$ cat src/rtl/imm_gen_pipe.sv
// ============================================================================
// Module   : imm_gen_pipe
// Purpose  : Registered RISC-V immediate generator (I/S/B/U/J, optional Z)
//            with a valid/ready output stage and a one-entry skid buffer.
//            Optional CSR uimm path enabled by macro IMM_GEN_ZICSR_EN.
// Revision : 1.0 - initial release
// ============================================================================
`default_nettype none

module imm_gen_pipe #(
  parameter int XLEN = 32
) (
  input  logic            clk,
  input  logic            rst,
  input  logic            in_valid,
  output logic            in_ready,
  input  logic [31:0]     instr,
  input  logic [2:0]      imm_src,
  output logic            out_valid,
  input  logic            out_ready,
  output logic [XLEN-1:0] imm_ext,
  output logic            illegal
);

  localparam logic [2:0] c_SRC_I = 3'b000;
  localparam logic [2:0] c_SRC_S = 3'b001;
  localparam logic [2:0] c_SRC_B = 3'b010;
  localparam logic [2:0] c_SRC_U = 3'b011;
  localparam logic [2:0] c_SRC_J = 3'b100;
`ifdef IMM_GEN_ZICSR_EN
  localparam logic [2:0] c_SRC_Z = 3'b101;
`endif

  logic [31:0]     w_imm32;
  logic [XLEN-1:0] w_imm;
  logic            w_illegal;
  logic            w_sign;
  logic            w_unused;

  logic [XLEN-1:0] r_out_imm;
  logic            r_out_ill;
  logic            r_out_valid;
  logic [XLEN-1:0] r_skid_imm;
  logic            r_skid_ill;
  logic            r_skid_valid;

  logic            w_in_xfer;
  logic            w_out_free;

  assign w_sign   = instr[31];
  // Opcode bits never contribute to any immediate format.
  assign w_unused = ^instr[6:0];

  always_comb begin
    w_imm32   = '0;
    w_illegal = 1'b0;
    case (imm_src)
      c_SRC_I: w_imm32 = {{20{w_sign}}, instr[31:20]};
      c_SRC_S: w_imm32 = {{20{w_sign}}, instr[31:25], instr[11:7]};
      c_SRC_B: w_imm32 = {{19{w_sign}}, instr[31], instr[7], instr[30:25],
                          instr[11:8], 1'b0};
      c_SRC_U: w_imm32 = {instr[31:12], 12'b0};
      c_SRC_J: w_imm32 = {{11{w_sign}}, instr[31], instr[19:12], instr[20],
                          instr[30:21], 1'b0};
`ifdef IMM_GEN_ZICSR_EN
      c_SRC_Z: w_imm32 = {27'b0, instr[19:15]};
`endif
      default: w_illegal = 1'b1;
    endcase
  end

  // Every 32-bit result is already correctly signed, so widening is a plain
  // replication of bit 31 (zero for Z and reserved selects).
  generate
    if (XLEN > 32) begin : g_xlen_wide
      assign w_imm = {{(XLEN-32){w_imm32[31]}}, w_imm32};
    end else begin : g_xlen_32
      assign w_imm = w_imm32;
    end
  endgenerate

  assign in_ready   = ~r_skid_valid;
  assign w_in_xfer  = in_valid & ~r_skid_valid;
  assign w_out_free = ~r_out_valid | out_ready;

  always_ff @(posedge clk or negedge rst) begin
    if (!rst) begin
      r_out_imm    <= '0;
      r_out_ill    <= 1'b0;
      r_out_valid  <= 1'b0;
      r_skid_imm   <= '0;
      r_skid_ill   <= 1'b0;
      r_skid_valid <= 1'b0;
    end else if (w_out_free) begin
      // A full skid implies in_ready was low, so nothing new is accepted here.
      if (r_skid_valid) begin
        r_out_imm    <= r_skid_imm;
        r_out_ill    <= r_skid_ill;
        r_out_valid  <= 1'b1;
        r_skid_valid <= 1'b0;
      end else if (w_in_xfer) begin
        r_out_imm   <= w_imm;
        r_out_ill   <= w_illegal;
        r_out_valid <= 1'b1;
      end else begin
        r_out_valid <= 1'b0;
      end
    end else if (w_in_xfer) begin
      r_skid_imm   <= w_imm;
      r_skid_ill   <= w_illegal;
      r_skid_valid <= 1'b1;
    end
  end

  assign out_valid = r_out_valid;
  assign imm_ext   = r_out_imm;
  assign illegal   = r_out_ill;

endmodule

`default_nettype wire

$ cat config.mk
export PLATFORM = sky130hd
export DESIGN_NAME = imm_gen_pipe
export DESIGN_NICKNAME = d
export VERILOG_FILES = /design/src/rtl/imm_gen_pipe.sv
export SDC_FILE = /design/constraint.sdc
export NUM_CORES = 1
export LEC_CHECK = 0
export BUFFER_PORTS_ARGS = -buffer_cell sky130_fd_sc_hd__buf_2
export CORE_ASPECT_RATIO = 2
export CORE_MARGIN = 3
export CORE_UTILIZATION = 40
export CTS_BUF_LIST = sky130_fd_sc_hd__clkbuf_4 sky130_fd_sc_hd__clkbuf_8
export CTS_CLUSTER_DIAMETER = 50
export DETAILED_ROUTE_END_ITERATION = 8
export GPL_TIMING_DRIVEN = 1
export SKIP_CTS_REPAIR_TIMING = 1
export SLEW_MARGIN = 20
export SYNTH_ARGS = -nofsm -noshare
export SYNTH_HDL_FRONTEND = slang
export SYNTH_SLANG_ARGS = --single-unit
$ cat constraint.sdc
create_clock -name clk -period 4.45 [get_ports clk]
set_clock_uncertainty 0.2 [all_clocks]
set_input_delay 0.445 -clock clk [delete_from_list [all_inputs] [get_ports clk]]
set_output_delay 0.445 -clock clk [all_outputs]
set_load 0.02 [all_outputs]
After elaboration in Yosys (flattened, before gate mapping):

Index checks and enable logic that the tools add are counted.

* word-level logic and storage cells: 31
* latch bits: 0
* bits in registers: 68
* memories kept: 0
* RAM bits: 0
* input port bits: 39
* output and inout port bits: 35
* ROM bits: 0

* eq/ne operators: 4
* $add $sub $neg: 0
* reductions and logical operators: 6
* bitwise logic cells: 5
* shift-type cells: 0
* multipliers: 0
* div/mod/pow operators: 0
* magnitude comparators: 0
* mux-type cells: 10

Operator list (count)
* $pmux W32 S5: 1
* $mux W32: 2
* $mux W1: 7
* $eq A3 B2 Y1 const B: 2
* $reduce_or A5 Y1: 1
* $reduce_and A2 Y1: 2
* $reduce_bool A2 Y1: 2
* $eq A3 B1 Y1 const B: 1
* $eq A3 B3 Y1 const B: 1
* $logic_not A3 Y1: 1
* $not A1 Y1: 3
* $and A1 B1 Y1: 1
* $or A1 B1 Y1: 1

Longest topological paths before layout:

Gate-level depths: netlist of run 1.

* depth in word-level cells: 5
* gate-level depth with buffers: 6
* mapped depth without buffers: 4

Worst setup path before layout of run 1:

Ideal clock, no wire load.

* path type: input-to-reg
* from: in imm_src[1]
* to: reg r_out_imm[17], in the netlist imm_ext[17]
* path buffers: 2
* required time: 4.121 ns
* stages: 6
* library setup time: 0.129 ns
* arrival: 1.251 ns
* slack: 2.871 ns
* cell sequence: buf_4 -> and2_1 -> buf_2 -> a21oi_1 -> o22a_1 -> o211ai_2

* word-level cells in the longest chain between the ends: 4
* elaborated cells between the ends (all ways): 8
* classes of those cells: eq/ne (4); mux (3); reduce/logical (1)

RTL lines
* start: declaration: RTL line 18 `input logic [2:0] imm_src,`
* $eq A3 B3 Y1 (tied with other cells): RTL line 57 `case (imm_src)`
* $pmux W32 S5 *: RTL line 57
* $mux W32 *: RTL line 101 `end else if (w_in_xfer) begin`
* $mux W32 *: RTL line 96 `if (r_skid_valid) begin`
* end signal: assignment: RTL line 97 `r_out_imm <= r_skid_imm;`
* end signal: assignment: RTL line 102 `r_out_imm <= w_imm;`
* end: declaration: RTL line 40 `logic [XLEN-1:0] r_out_imm;`

Every way passes the cells marked *; elsewhere a longest branch is shown, timed or not. The select of a mux whose other input is x is not followed.
A chain may end at the register's enable or synchronous reset.

Worst setup path in the final report of run 1:

* from: reg r_skid_valid
* to: reg r_skid_imm[1]

* word-level cells in the longest chain between the ends: 3

RTL lines
* start: declaration: RTL line 45 `logic r_skid_valid;`
* start signal: assignment: RTL line 93 `r_skid_valid <= 1'b0;`
* start signal: assignment: RTL line 100 `r_skid_valid <= 1'b0;`
* start signal: assignment: RTL line 111 `r_skid_valid <= 1'b1;`
* $not A1 Y1: RTL line 83 `assign w_in_xfer = in_valid & ~r_skid_valid;`
* $and A1 B1 Y1: RTL line 83
* $reduce_and A2 Y1 (no source line)
* end signal: assignment: RTL line 109 `r_skid_imm <= w_imm;`
* end: declaration: RTL line 43 `logic [XLEN-1:0] r_skid_imm;`

No other way between the ends.

==> flow_summary_export.csv, run 1 <==
group,metric,value,unit
status,status,"finished, final reports clean",
route,ant_nets,0,
power,seqPwrFrac,46.5,%
cells_and_area,antennaDiodeCount,0,
global_route,grtUsageTotal,19.9,%
global_route,grt_max_degree,61,
power,p_leak,1.71,nW
logic_synthesis,synth.distinct_cells,33,
logic_synthesis,yosys_register_bits,68,
cells_and_area,mostFrequentLayoutCells,"68 x dfrtp_1, 66 x buf_2, 65 x nand2_1, 33 x nand3_1, 24 x o21ai_1",
cts,clock-sinks,68,
critical_path,setup.worst_path.end_class,"register",
power,p_clk_share,29.3,%
global_route,antenna_found_initial,0,
route,wire_per_inst,17.6,microns
cts,clock_path_buffers,2,
logic_synthesis,synth-xor-area-share,0.269,%
logic_synthesis,synth_area,0.00326,sq mm
logic_synthesis,syn-num-nets,383,
cells_and_area,drive_gt1_share,28.3,%
critical_path,cp.buffers_inverters,1,
sta,rsz0062_at_grt,"false",
critical_path,critical-path-max-stage-delay,0.59,ns
logic_synthesis,yosysWarnings,0,
floorplanning,die_w,69.8,microns
logic_synthesis,synth.area.mux_share,0,%
global_route,grt_pass1_vias,2843,
power,switching_power,570,uW
cts,htree_levels,3,
critical_path,required,4.48,ns
sta,period_needed,2.25,ns
critical_path,slowest_stage,"dfrtp_1",
place,place.gp.congestion,0.779,
sta,fmax,444,MHz
power,power_density,454,mW/mm^2
logic_synthesis,synth_compound_area_share,24.8,%
power,peakVddDrop,209,uV
floorplanning,core,0.00794,sq mm
logic_synthesis,syn-mean-instance-area,9.46,sq um
power,power_frac_comb,24.2,%
critical_path,critPathTopFamily,"simple AND/OR/NAND/NOR gates",
sta,timing.hold.ws,0.0171,ns
route,vias_per_cell,5.56,
cells_and_area,fin_nets,434,
power,p_int,1.15,mW
sta,finalCritPeriodShare,50.6,%
cts,cts_root_buf,"clkbuf_8",
sta,hold_viol,0,
floorplanning,die_y,134,microns
critical_path,cp.arrival,2.28,ns
cells_and_area,final_common_cell,"dfrtp_1",
sta,relSlewSlack,32.4,%
route,drt_pass1_iterations,4,
route,routed_wl,8700,microns
cts,path_clk_slew,0.07,ns
floorplanning,die_area,0.00932,sq mm
floorplanning,ios,74,
sta,tns,0,ns
sta,fin_ws,2.20,ns
logic_synthesis,synthCells,344,
route,vias,2750,
critical_path,crit_chain,"inv_2 -> nand3b_4 -> a221oi_1 -> nor2_1",
logic_synthesis,yosysSeqAreaShare,52.3,%
cells_and_area,area_growth,16.1,%
hold_path,hold_class,"in2async",
power,netSwitchingFraction,33.2,%
flow_run,drv_cap,0,
sta,maxSlewViolCount,0,
critical_path,critPathKind,"reg2reg",
logic_synthesis,synthAdderAreaFrac,0,%
sta,worstMarginPinSlew,1.01,ns
floorplanning,rows,46,
place,detailed_place_hpwl,5810,microns
place,place_ws,1.88,ns
floorplanning,initial_core_util,41.0,%
global_route,grt.overflow.total,0,
cts,cts_tree,"done",
place,io_buffer_count,66,
global_route,grt_pass1_wl,14400,microns
logic_synthesis,synth_top_family_by_area,"compound AO/OA/AOI/OAI gates",
cts,clock_latency,0.34,ns
route,drcViolationCount,0,
critical_path,cp_max_fo,60,
cts,numCtsBuffers,9,
sta,finalSetupViolations,0,
route,drt_iter0_drc,157,
logic_synthesis,yosys.area_share.simple,17.8,%
critical_path,start_kind,"register",
## stage by stage
stage | std cells | power, mW | util [%] | instance area, sq um
after floorplan | 344 | 1.08 | - | 3260
after global placement | 480 | 1.22 | 45.2 | 3590
after detailed placement | 480 | 1.24 | 45.2 | 3590
after CTS | 495 | 1.74 | 47.6 | 3780
after global routing | 495 | 1.82 | 47.6 | 3780
final | 495 | 1.72 | 47.6 | 3780
## cells by family after synthesis
logic type | after synthesis
compound gates | 117
xor+xnor | 1
buf+inv | 31
flops | 68
simple gates | 127
## sequential cells by signal, indices dropped and copies added (netlist names)
name,cells
r_skid_ill,1
out_valid,1
r_skid_valid,1
illegal,1
imm_ext,32
r_skid_imm,32
## routing by layer
layer | vias to the layer above | share of wire (%) | wire (microns) | global-route usage (%)
met5 | - | 0 | 0 | 0
met2 | 75 | 52 | 4530 | 34.9
met1 | 1339 | 41 | 3560 | 23.0
met4 | 0 | 2.0 | 177 | 7.25
met3 | 11 | 5.0 | 433 | 5.29
li1 | 1325 | - | - | -
## power by group through the flow
stage | registers (mW) | clock network (mW) | logic, mW
finish | 0.798 | 0.503 | 0.416
global route | 0.813 | 0.546 | 0.464
CTS | 0.799 | 0.518 | 0.425
detailed placement | 0.812 | 0 | 0.425
global placement | 0.807 | 0 | 0.417
floorplan | 0.877 | 0 | 0.204
## path summary, 6_finish.rpt
kind	start	to	slack (ns)	depth (start not counted)
max in group asynchronous	rst	illegal	3.10	2
min in group clk	instr[31]	r_skid_imm[31]	0.17	3
worst max-delay path	r_skid_valid	r_skid_imm[1]	2.20	4
worst min-delay path	rst	imm_ext[27]	0.02	1
worst min register to register	r_skid_imm[8]	r_skid_imm[8]	0.28	2
worst max register to register	r_skid_valid	r_skid_imm[1]	2.20	4
## synth_stat cells
| master | instances | area [sq um] |
|---|---|---|
| nand2_4 | 1 | 11.3 |
| and3_1 | 1 | 6.26 |
| o21a_1 | 1 | 7.51 |
| o21ai_0 | 16 | 80.1 |
| o21ai_1 | 25 | 125 |
| nor3b_2 | 1 | 12.5 |
| nand3b_4 | 1 | 20.0 |
| nor2b_1 | 3 | 18.8 |
| a32o_1 | 1 | 10.0 |
| inv_2 | 1 | 3.75 |
| nand2_1 | 65 | 244 |
| nand2b_1 | 2 | 12.5 |
| a221oi_1 | 8 | 70.1 |
| xnor2_1 | 1 | 8.76 |
| a21oi_2 | 10 | 87.6 |
| nor2_2 | 2 | 12.5 |
| o211ai_1 | 17 | 128 |
| dfrtp_1 | 68 | 1700 |
| and2_1 | 1 | 6.26 |
| nand2_2 | 1 | 6.26 |
| o21a_2 | 1 | 8.76 |
| nand3_1 | 33 | 165 |
| nor3_1 | 2 | 10.0 |
| buf_2 | 10 | 50.1 |
| inv_1 | 1 | 3.75 |
| nor2_1 | 14 | 52.6 |
| o22a_1 | 8 | 70.1 |
| a211o_1 | 1 | 8.76 |
| o211ai_2 | 9 | 113 |
| a21oi_1 | 20 | 100 |
| buf_6 | 2 | 22.5 |
| clkbuf_1 | 13 | 48.8 |
| buf_4 | 4 | 30.0 |
## cell type report
| class | count | area [sq um] |
|---|---|---|
| Clock buffer | 10 | 138 |
| Clock inverter | 5 | 52.6 |
| Fill cell | 810 | 4160 |
| Inverter | 2 | 7.51 |
| Multi-Input combinational cell | 245 | 1410 |
| Sequential cell | 68 | 1700 |
| Tap cell | 96 | 120 |
| Timing Repair Buffer | 69 | 353 |
## worst register-to-register path: cells and delay by family (launching register included)
| family | cells | cell delay, ns |
|---|---|---|
| and+or+nand+nor | 2 | 0.61 |
| DFF | 1 | 0.59 |
| AOI/OAI and AO/OA | 1 | 0.44 |
| buffers and inverters | 1 | 0.29 |
No activity file was read; power rests on OpenSTA's default activity.
==> run 2: changes to the inputs <==
Clock period 4.45 ns to 2 ns, I/O delays scaled along.
==> flow_summary_export.csv, run 2 (synthesis results as in run 1) <==
group,metric,value,unit
critical_path,path_depth,3,
power,p_leak,1.84,nW
floorplanning,initial_core_util,41.0,%
status,status,"finished with violations",
cts,htree_levels,3,
route,vias,2869,
sta,relSlewSlack,57.3,%
global_route,grt_max_degree,69,
cts,cts_tree,"done",
global_route,grt.overflow.total,0,
floorplanning,die_area,0.00932,sq mm
place,io_buffer_count,66,
sta,hold_viol,2,
cells_and_area,fin_nets,459,
cells_and_area,antennaDiodeCount,0,
critical_path,cp.arrival,1.29,ns
cells_and_area,design_area,0.00402,sq mm
hold_path,hold_depth,3,
floorplanning,ios,74,
critical_path,critPathKind,"reg2out",
sta,worstMarginPinSlew,0.640,ns
place,place.gp.congestion,0.750,
critical_path,start_kind,"register",
hold_path,worstHoldStart,"instr[27]",
global_route,antenna_found_initial,0,
power,seqPwrFrac,46.2,%
critical_path,timing.rr.end,"r_skid_imm[1]",
power,power_frac_comb,25.5,%
critical_path,critical-path-max-stage-delay,0.46,ns
sta,fin_ws,0.314,ns
power,switching_power,1.25,mW
place,place_area,0.00370,sq mm
route,routed_wl,8890,microns
power,p_int,2.59,mW
critical_path,slowest_stage,"dfrtp_1",
sta,tns,0,ns
sta,rsz0062_at_grt,"false",
global_route,grtUsageTotal,19.6,%
global_route,grt_pass1_vias,2799,
cells_and_area,fill_cells,782,
cells_and_area,area_growth,23.3,%
hold_path,hold_end,"r_skid_imm[27]",
global_route,grt_pass1_wl,14200,microns
route,drt_pass1_iterations,4,
cells_and_area,final_cells,520,
route,wire_per_inst,17.1,microns
route,ant_nets,0,
sta,finalSetupViolations,0,
route,vias_per_cell,5.52,
cts,path_clk_slew,0.07,ns
cells_and_area,mostFrequentLayoutCells,"68 x dfrtp_1, 66 x buf_2, 65 x nand2_1, 33 x nand3_1, 24 x o21ai_1",
route,drt_iter0_drc,181,
sta,fmax,593,MHz
power,power_density,957,mW/mm^2
cells_and_area,drive_gt1_share,29.5,%
floorplanning,die_y,134,microns
power,netSwitchingFraction,32.6,%
place,place_ws,0.195,ns
sta,maxSlewViolCount,0,
critical_path,regToRegSetupSlack,0.37,ns
floorplanning,rows,46,
power,p_clk_share,28.3,%
sta,timing.hold.ws,-0.0278,ns
critical_path,crit_chain,"inv_2 -> buf_4 -> buf_2",
sta,finalCritPeriodShare,84.3,%
place,detailed_place_hpwl,6070,microns
floorplanning,die_w,69.8,microns
cts,clock_path_buffers,2,
sta,period_needed,1.69,ns
floorplanning,core,0.00794,sq mm
cts,cts_root_buf,"clkbuf_8",
hold_path,hold_class,"in2reg",
critical_path,required,1.60,ns
critical_path,setup.worst_path.end_class,"primary output",
cts,clock_latency,0.35,ns
cells_and_area,final_common_cell,"dfrtp_1",
critical_path,reg2reg_from,"out_valid",
critical_path,reg2reg_depth,4,
cts,numCtsBuffers,9,
cts,clock-sinks,68,
power,peakVddDrop,445,uV
critical_path,cp.buffers_inverters,3,
flow_run,drv_cap,0,
status,violations,"hold timing",
critical_path,critPathTopFamily,"buffers and inverters",
critical_path,cp_max_fo,7,
route,drcViolationCount,0,
place,dp.cells,493,
==> run 2: changes by cell type in the layout (fill, tap and decap cells not counted), moves of 2 or more <==
cell,change
buf_4,+11
dlygate4sd3_1,+12
clkinv_2,-2
buf_12,+2
clkbuf_8,+3
==> run 2: worst max-delay path by stage <==
stage	from	endpoint	slack, ns
3_5_place_dp	imm_src[0]	imm_ext[20]	0.20
5_1_grt	out_valid	r_skid_imm[1]	0.24
3_3_place_gp	imm_src[0]	imm_ext[20]	0.23
4_1_cts	r_skid_valid	in_ready	0.30
6_report	r_skid_valid	in_ready	0.31
2_1_floorplan	out_valid	imm_ext[20]	0.47
==> run 2: final cells by class <==
cell class	count	area (sq um)	area share [%]
multi-input combinational	245	1400	34.8
sequential	68	1700	42.4
timing repair buffer	94	596	14.8
clock buffer	14	186	4.64
tap	96	120	2.99
inverter	2	7.51	0.187
clock inverter	1	5.00	0.125
==> run 2: per-layer routing <==
metal / part of all wire (%) / track usage (%) / up-vias
li1: - / - / 1369
met1: 38 / 22.2 / 1401
met2: 54 / 34.7 / 83
met3: 4.9 / 4.08 / 16
met4: 2.3 / 8.96 / 0
met5: 0 / 0 / -
==> run 2: metrics by stage <==
stage / hold WS, ns / util, % / total power [mW]
after detailed placement: 0.0554 / 46.6 / 2.78
after global placement: 0.0537 / 46.6 / 2.75
after global routing: 0.00661 / 50.6 / 4.06
after floorplan: -0.296 / - / 2.40
final: -0.0278 / 50.6 / 3.84
after CTS: -0.328 / 49.0 / 3.88
==> run 2: power groups by stage <==
stage	Combinational, mW	Clock, mW	Sequential, mW
after floorplan	0.454	0	1.95
after global placement	0.958	0	1.80
after detailed placement	0.979	0	1.81
after CTS	0.981	1.12	1.78
after global routing	1.08	1.17	1.81
final	0.980	1.09	1.77
==> run 2: tightest hold or removal path: cells and delay by family <==
kind / cells / cell delay (ns)
compound gates: 2 / 0.17
buf+inv: 1 / 0.11
==> run 3: changes to the inputs <==
Clock period 2 ns to 1.46 ns, I/O delays scaled along.
==> flow_summary_export.csv, run 3 (synthesis results as in run 1) <==
group,metric,value,unit
status,status,"finished with violations",
status,violations,"hold timing, setup timing",
place,io_buffer_count,66,
critical_path,cp.arrival,1.53,ns
sta,worstMarginPinSlew,0.635,ns
power,power_frac_comb,26.5,%
floorplanning,die_y,134,microns
floorplanning,core,0.00794,sq mm
cells_and_area,drive_gt1_share,33.4,%
cts,clock_path_buffers,2,
cts,numCtsBuffers,9,
global_route,grt.overflow.total,0,
cells_and_area,area_growth,33.4,%
sta,finalCritPeriodShare,103,%
power,p_clk_share,29.4,%
floorplanning,rows,46,
floorplanning,die_w,69.8,microns
sta,maxSlewViolCount,0,
cells_and_area,fin_nets,480,
power,power_density,1280,mW/mm^2
power,peakVddDrop,757,uV
power,p_leak,1.99,nW
place,place.gp.congestion,0.831,
route,vias,2928,
route,vias_per_cell,5.40,
sta,period_needed,1.51,ns
sta,fin_ws,-0.0469,ns
sta,relSlewSlack,57.6,%
critical_path,required,1.48,ns
sta,rsz0062_at_grt,"true",
cts,htree_levels,3,
cts,cts_tree,"done",
cells_and_area,multiInputGateArea,0.00143,sq mm
route,ant_nets,0,
cells_and_area,antennaDiodeCount,0,
critical_path,cp_max_fo,12,
power,seqPwrFrac,44.1,%
power,power,5.54,mW
floorplanning,initial_core_util,41.0,%
critical_path,regToRegSetupSlack,-0.05,ns
power,p_int,3.80,mW
sta,fmax,664,MHz
sta,tns,-0.610,ns
cells_and_area,final_common_cell,"dfrtp_1",
sta,timing.hold.ws,-0.0583,ns
cts,clock_latency,0.34,ns
route,routed_wl,8910,microns
floorplanning,die_area,0.00932,sq mm
route,drt_iter0_drc,129,
route,drt_pass1_iterations,6,
critical_path,start_kind,"register",
cts,path_clk_slew,0.07,ns
power,switching_power,1.74,mW
hold_path,hold_class,"in2reg",
cells_and_area,regArea,0.00170,sq mm
sta,hold_viol,1,
cts,clock-sinks,68,
cts,cts_root_buf,"clkbuf_8",
power,netSwitchingFraction,31.4,%
place,dp.cells,504,
sta,finalSetupViolations,29,
place,place_ws,-0.110,ns
cells_and_area,mostFrequentLayoutCells,"66 x dfrtp_1, 65 x buf_2, 61 x nand2_1, 34 x o21ai_1, 33 x nand3_1",
route,drcViolationCount,0,
critical_path,critPathKind,"reg2reg",
flow_run,drv_cap,0,
critical_path,reg2reg_depth,5,
global_route,antenna_found_initial,0,
place,detailed_place_hpwl,6490,microns
global_route,grt_pass1_wl,14700,microns
global_route,grt_max_degree,35,
floorplanning,ios,74,
global_route,grt_pass1_vias,2938,
global_route,grtUsageTotal,20.0,%
cells_and_area,final_cells,542,
critical_path,setup.worst_path.end_class,"register",
cells_and_area,fill_cells,753,
route,wire_per_inst,16.4,microns
hold_path,hold_depth,3,
-- run 3: cell count changes in the layout (fill, tap and decap cells not counted), sizes merged --
| cell | delta |
|---|---|
| clkbuf | +1 |
| clkinv | -1 |
| buf | +15 |
| bufinv | +1 |
| dlygate4sd3 | +6 |
-- run 3: power by group through the flow --
stage | clock network, mW | registers [mW] | logic, mW
2_1_floorplan | 0 | 2.67 | 0.629
3_3_place_gp | 0 | 2.46 | 1.40
3_5_place_dp | 0 | 2.48 | 1.43
4_1_cts | 1.68 | 2.44 | 1.43
5_1_grt | 1.75 | 2.48 | 1.62
6_report | 1.63 | 2.44 | 1.47
-- run 3: metal layers --
| metal | track usage, % | wire (microns) | vias to the layer above |
|---|---|---|---|
| met1 | 22.5 | 3600 | 1427 |
| li1 | - | - | 1421 |
| met4 | 7.46 | 153 | 0 |
| met5 | 0 | 0 | - |
| met3 | 4.31 | 318 | 11 |
| met2 | 36.5 | 4830 | 69 |
-- run 3: through the flow --
step	instance area (sq um)	hold WS [ns]	util (%)
2_1_floorplan	3280	-0.350	-
3_3_place_gp	3890	-0.145	49.0
3_5_place_dp	3890	-0.147	49.0
4_1_cts	4100	-0.528	51.7
5_1_grt	4340	-0.0685	54.7
6_report	4340	-0.0583	54.7
-- run 3: layout make-up --
cell class / instances / share of cell area [%]
Timing Repair Buffer: 115 / 20.0
Inverter: 2 / 0.230
Multi-Input combinational cell: 245 / 32.9
Sequential cell: 68 / 39.2
Clock buffer: 15 / 4.18
Tap cell: 96 / 2.76
Clock inverter: 1 / 0.691
-- run 3: worst max-delay path: stages (launching register included) --
cell and delay, ns:
dfrtp_2 0.45, buf_4 0.16, o21a_4 0.22, nand2_4 0.09, buf_12 0.15, o211ai_1 0.11
-- run 3: final timing paths --
check | from | to
max in group asynchronous | rst | out_valid
worst min-delay path | out_ready | out_valid
min in group asynchronous | rst | imm_ext[29]
worst max-delay path | r_skid_valid | imm_ext[23]
worst min register to register | r_skid_imm[31] | r_skid_imm[31]
worst max register to register | r_skid_valid | imm_ext[23]
